===== config.mk =====
export PLATFORM = sky130hd
export DESIGN_NAME = einsum_lse_add_pipe
export DESIGN_NICKNAME = d
export VERILOG_FILES = /design/src/rtl/einsum_lse_add_pipe.sv
export SDC_FILE = /design/constraint.sdc
export NUM_CORES = 1
export LEC_CHECK = 0
export CAP_MARGIN = 30
export CORE_MARGIN = 2
export CORE_UTILIZATION = 50
export CTS_CLUSTER_SIZE = 12
export DETAILED_ROUTE_END_ITERATION = 8
export GPL_TIMING_DRIVEN = 1
export PLACE_DENSITY_LB_ADDON = 0.15
export REMOVE_ABC_BUFFERS = 1
export SYNTH_ARGS = -nofsm -noshare
export SYNTH_HDL_FRONTEND = slang
export SYNTH_SLANG_ARGS = --single-unit

===== constraint.sdc =====
create_clock -name i_clk -period 50.2 [get_ports i_clk]
set_input_delay 5.02 -clock i_clk [delete_from_list [all_inputs] [get_ports i_clk]]
set_output_delay 5.02 -clock i_clk [all_outputs]
set_load 0.005 [all_outputs]

===== src/rtl/einsum_lse_add_pipe.sv =====
// Multi-lane 3-stage log-sum-exp adder: lse(a,b) = max(a,b) + LUT[|a-b| >> IDX_SHIFT],
// with max-only and bypass modes, NEG_INF handling and positive saturation.
module einsum_lse_add_pipe #(
  parameter int LANES     = 4,
  parameter int DATA_W    = 24,
  parameter int FRAC_W    = 10,
  parameter int LUT_AW    = 4,
  parameter int LUT_PREC  = 10,
  parameter int IDX_SHIFT = 8,
  parameter int TAG_W     = 8
) (
  input  logic                      i_clk,
  input  logic                      i_rst,
  input  logic                      i_valid,
  output logic                      o_ready,
  input  logic [1:0]                i_mode,
  input  logic [LANES*DATA_W-1:0]   i_op_a,
  input  logic [LANES*DATA_W-1:0]   i_op_b,
  input  logic [TAG_W-1:0]          i_tag,
  output logic                      o_valid,
  input  logic                      i_ready,
  output logic [LANES*DATA_W-1:0]   o_sum,
  output logic [LANES-1:0]          o_sat,
  output logic [TAG_W-1:0]          o_tag,
  input  logic                      i_lut_we,
  input  logic [LUT_AW-1:0]         i_lut_addr,
  input  logic [LUT_PREC-1:0]       i_lut_wdata
);

  localparam int LUT_SIZE = 2 ** LUT_AW;
  localparam logic [DATA_W:0]   LUT_SIZE_W = (DATA_W+1)'(LUT_SIZE);
  localparam logic [DATA_W-1:0] NEG_INF = {1'b1, {(DATA_W-1){1'b0}}};
  localparam logic [DATA_W-1:0] MAX_POS = {1'b0, {(DATA_W-1){1'b1}}};

  logic adv;
  logic [1:0] mode_in;

  // Stage 1
  logic                           v1_reg;
  logic [1:0]                     mode1_reg;
  logic [TAG_W-1:0]               tag1_reg;
  logic [LANES-1:0][DATA_W-1:0]   max1_reg, max1_next;
  logic [LANES-1:0][DATA_W:0]     d1_reg, d1_next;
  logic [LANES-1:0]               inf1_reg, inf1_next;

  // Stage 2
  logic                           v2_reg;
  logic [TAG_W-1:0]               tag2_reg;
  logic [LANES-1:0][DATA_W-1:0]   max2_reg;
  logic [LANES-1:0][LUT_PREC-1:0] corr2_reg, corr2_next;

  // Stage 3 (output register)
  logic                           o_valid_reg;
  logic [LANES*DATA_W-1:0]        o_sum_reg, sum3_next;
  logic [LANES-1:0]               o_sat_reg, sat3_next;
  logic [TAG_W-1:0]               o_tag_reg;

  logic [LUT_PREC-1:0] lut_mem [LUT_SIZE];

  assign adv     = !o_valid_reg || i_ready;
  assign o_ready = adv;
  assign o_valid = o_valid_reg;
  assign o_sum   = o_sum_reg;
  assign o_sat   = o_sat_reg;
  assign o_tag   = o_tag_reg;

  // Reserved mode 11 behaves exactly like lse, so it is normalised on entry.
  assign mode_in = (i_mode == 2'b11) ? 2'b00 : i_mode;

  for (genvar gi = 0; gi < LANES; gi++) begin : g_lane
    logic [DATA_W-1:0] a, b, mx, mn;
    logic              a_ge_b;
    logic [DATA_W:0]   idx_full;
    logic [DATA_W:0]   sum;

    assign a      = i_op_a[gi*DATA_W +: DATA_W];
    assign b      = i_op_b[gi*DATA_W +: DATA_W];
    assign a_ge_b = $signed(a) >= $signed(b);
    assign mx     = a_ge_b ? a : b;
    assign mn     = a_ge_b ? b : a;

    // Bypass reuses the max path with operand a and a zero correction.
    assign max1_next[gi] = (mode_in == 2'b10) ? a : mx;
    assign d1_next[gi]   = {mx[DATA_W-1], mx} - {mn[DATA_W-1], mn};
    // NEG_INF is the most negative code, so max already picks the other operand.
    assign inf1_next[gi] = (a == NEG_INF) || (b == NEG_INF);

    assign idx_full = d1_reg[gi] >> IDX_SHIFT;
    assign corr2_next[gi] = (mode1_reg == 2'b00 && !inf1_reg[gi] && idx_full < LUT_SIZE_W)
                            ? lut_mem[idx_full[LUT_AW-1:0]] : '0;

    // corr is small and non-negative, so only positive overflow into bit DATA_W-1 is possible.
    assign sum = {max2_reg[gi][DATA_W-1], max2_reg[gi]} + (DATA_W+1)'(corr2_reg[gi]);
    assign sat3_next[gi] = !sum[DATA_W] && sum[DATA_W-1];
    assign sum3_next[gi*DATA_W +: DATA_W] = sat3_next[gi] ? MAX_POS : sum[DATA_W-1:0];
  end

  always_ff @(posedge i_clk) begin
    if (i_rst) begin
      v1_reg      <= 1'b0;
      v2_reg      <= 1'b0;
      o_valid_reg <= 1'b0;
      o_sum_reg   <= '0;
      o_sat_reg   <= '0;
      o_tag_reg   <= '0;
    end else if (adv) begin
      v1_reg    <= i_valid;
      mode1_reg <= mode_in;
      tag1_reg  <= i_tag;
      max1_reg  <= max1_next;
      d1_reg    <= d1_next;
      inf1_reg  <= inf1_next;

      v2_reg    <= v1_reg;
      tag2_reg  <= tag1_reg;
      max2_reg  <= max1_reg;
      corr2_reg <= corr2_next;

      o_valid_reg <= v2_reg;
      if (v2_reg) begin
        o_sum_reg <= sum3_next;
        o_sat_reg <= sat3_next;
        o_tag_reg <= tag2_reg;
      end
    end
  end

  // Writes ignore backpressure; a same-cycle read in stage 2 sees the old entry.
  always_ff @(posedge i_clk) begin
    if (i_rst) begin
      for (int i = 0; i < LUT_SIZE; i++) lut_mem[i] <= '0;
    end else if (i_lut_we) begin
      lut_mem[i_lut_addr] <= i_lut_wdata;
    end
  end

endmodule


==> results.yml <==
outcome:
  status: "finished, final reports clean"
pwr:
  power_density_nw_per_um2: 34.2
  total_power_mw: 1.44
  ir_drop_v: 0.0000237
  leakage_nw: 15.3
die:
  core_area_sq_um: 71200
  die_height_um: 272
  fp.dieW_um: 272
  io_pins: 331
  core.rowCount: 98
  die_area_sq_um: 73800
  initial_core_util: 0.503
cts:
  clkTransAtPathRegs_ns: 0.06
  cts_root_buf: "clkbuf_16"
  clock_path_buffers: 3
  cts_max_level: 3
  cts_resized: 0
  cts_tree: "done"
  clock_latency_ns: 0.62
  cts_setup_buffers: 0
  cts_hold_buf: 0
  cts.sink_count: 593
  cts_buffers: 66
cells_and_area:
  final_common_cell: "edfxtp_1"
  drive_above_1_share: 0.136
  layout_common_cells: "482 x edfxtp_1, 329 x clkdlybuf4s50_1, 200 x mux4_2"
  fin_nets: 3730
  area_growth_pct: 17.5
  final-seq-area_sq_um: 16700
  n_fill_cell: 5792
  multi_input_area_sq_um: 17900
  largest_register: "lut_mem"
  largest_register_ffs: 160
placement:
  dp_hpwl_um: 73900
  portBuffers: 330
  gp_congestion: 0.981
routing:
  antenna_left: 0
  dr.pass1.iters: 6
  vias_per_cell: 6.09
  drt_wl_total_um: 101000
  wl_per_cell_um: 23.1
  drt_iter0_drc: 2799
  num_vias: 26600
  drc: 0
global_route:
  grt_pass1_wl_um: 154000
  antenna_found_initial: 3
  grt.overflow.total: 0
  grt_pass1_vias: 26100
  grt_usage: 0.271
  grt_max_degree: 78
sta:
  relSlewSlack: 0.357
  fin_skew_ns: 0.0427
  tns_ns: 0
  worst_pin_slew_ns: 0.964
  rsz0062_at_grt: "false"
  period_minus_slack_ns: 11.33
  timing.final.crit_share: 0.226
  slew_viol_final: 0
  fmax_ghz: 0.0883
  hold_violations: 0
  finalSetupViolations: 0
setup_path:
  crit_top_cell: "clkdlybuf4s50_1"
  critical_path_class: "input port to primary output"
  max_stage_delay_ns: 0.56
  crit_slowest_cell: "clkdlybuf4s50_1"
  end_kind: "primary output"
  worstPathArrival_ns: 6.31
  cp_max_fo: 8
  crit_chain: "clkdlybuf4s50_1 -> nand2b_1 -> clkdlybuf4s50_1"
  crit_buf_inv: 2
  start_kind: "input port"
  required_ns: 45.18
  cp_top_family: "buffers and inverters"
logic_synthesis:
  synth.area.top_cells: "edfxtp_1 40%, mux4_2 13%, dfxtp_1 6.2%, ha_1 4.7%, and2_1 3.0%"
  yosysUniqueCellTypes: 98
  synth.top_cell.area_share: 0.404
  synth_area_leader_cell: "edfxtp_1"
  syn_avg_cell_area_sq_um: 11.6
  synth_edf_count: 482
  ys_seq_area_frac: 0.466
  yosys_warnings: 0
  ys_seq_elements: 593
  syn_area_sq_um: 35800
  synthFlopType: "edfxtp_1"
  async_flop_share: 0
  synthCells: 3103
min_path:
  hp-class: "flop to flop"
flow_run:
  cap_violations: 0
-- path summary, 6_finish.rpt --
kind	startpoint	end	slack [ns]	cells after the start
worst max-delay path	i_ready	o_ready	38.87	3
worst min-delay path	max1_reg[24]	max2_reg[24]	0.41	0
worst max register to register	max2_reg[49]	o_sum[64]	46.45	15
worst min register to register	max1_reg[24]	max2_reg[24]	0.41	0
-- layer usage --
layer | part of all wire | up-vias | GRT usage
met5 | 0 | - | 0
met4 | 0.028 | 0 | 0.0802
met3 | 0.085 | 174 | 0.0562
met2 | 0.47 | 1158 | 0.436
met1 | 0.42 | 13000 | 0.370
li1 | - | 12300 | -
-- cell usage after synthesis, types with 56 or more instances --
cell type,count
nand2_1,194
ha_1,136
mux2_2,67
a21oi_1,128
and2_1,174
o21ai_0,144
xnor2_1,76
nor2b_1,74
nor4_1,62
inv_1,175
xor2_1,56
dfxtp_1,111
a211oi_1,57
nand3_1,79
mux4_2,200
clkbuf_1,121
edfxtp_1,482
nor2_1,168
-- kinds of logic after synthesis --
group,Yosys count,share of synthesized area
flops,593,0.466
compound gates,610,0.112
mux,293,0.154
simple gates,991,0.148
buf+inv,344,0.0379
xor+xnor,132,0.0323
fa+ha+maj,140,0.0497
-- worst register-to-register path, stage by stage (launching register included) --
cell,delay [ns]
edfxtp_1,0.45
ha_1,0.33
a21o_1,0.18
a21oi_1,0.21
o21ai_0,0.12
a21oi_1,0.24
o21ai_0,0.14
a21oi_1,0.23
o21ai_0,0.16
nand4_1,0.11
and3_1,0.25
nor2_1,0.06
a41o_1,0.21
a31oi_2,0.54
buf_6,0.25
a311oi_1,0.10
-- power breakdown --
group / total (mW) / internal, mW / switching [mW]
clock: 0.464 / 0.270 / 0.195
combinational: 0.364 / 0.170 / 0.194
sequential: 0.611 / 0.582 / 0.0289
-- per-stage QoR --
| stage | std cells | utilization | area (sq um) | hold slack [ns] | setup WS, ns |
|---|---|---|---|---|---|
| final | 4372 | 0.591 | 42100 | 0.413 | 38.87 |
| after global routing | 4370 | 0.591 | 42100 | 0.420 | 38.81 |
| after CTS | 4369 | 0.591 | 42100 | 0.412 | 38.87 |
| after detailed placement | 4251 | 0.562 | 40000 | 0.405 | 38.87 |
| after global placement | 4246 | 0.561 | 39900 | 0.401 | 38.89 |
| after floorplan | 2934 | - | 35100 | 0.400 | 29.76 |
-- cell type report --
type,instances,share of cell area
clock inverter,26,0.00529
tap,950,0.0282
inverter,175,0.0156
multi-input combinational,2166,0.424
sequential,593,0.396
clock buffer,92,0.0440
timing repair buffer,367,0.0866
antenna,3,0.000178
Note: power is estimated with default switching activity, not from simulation.
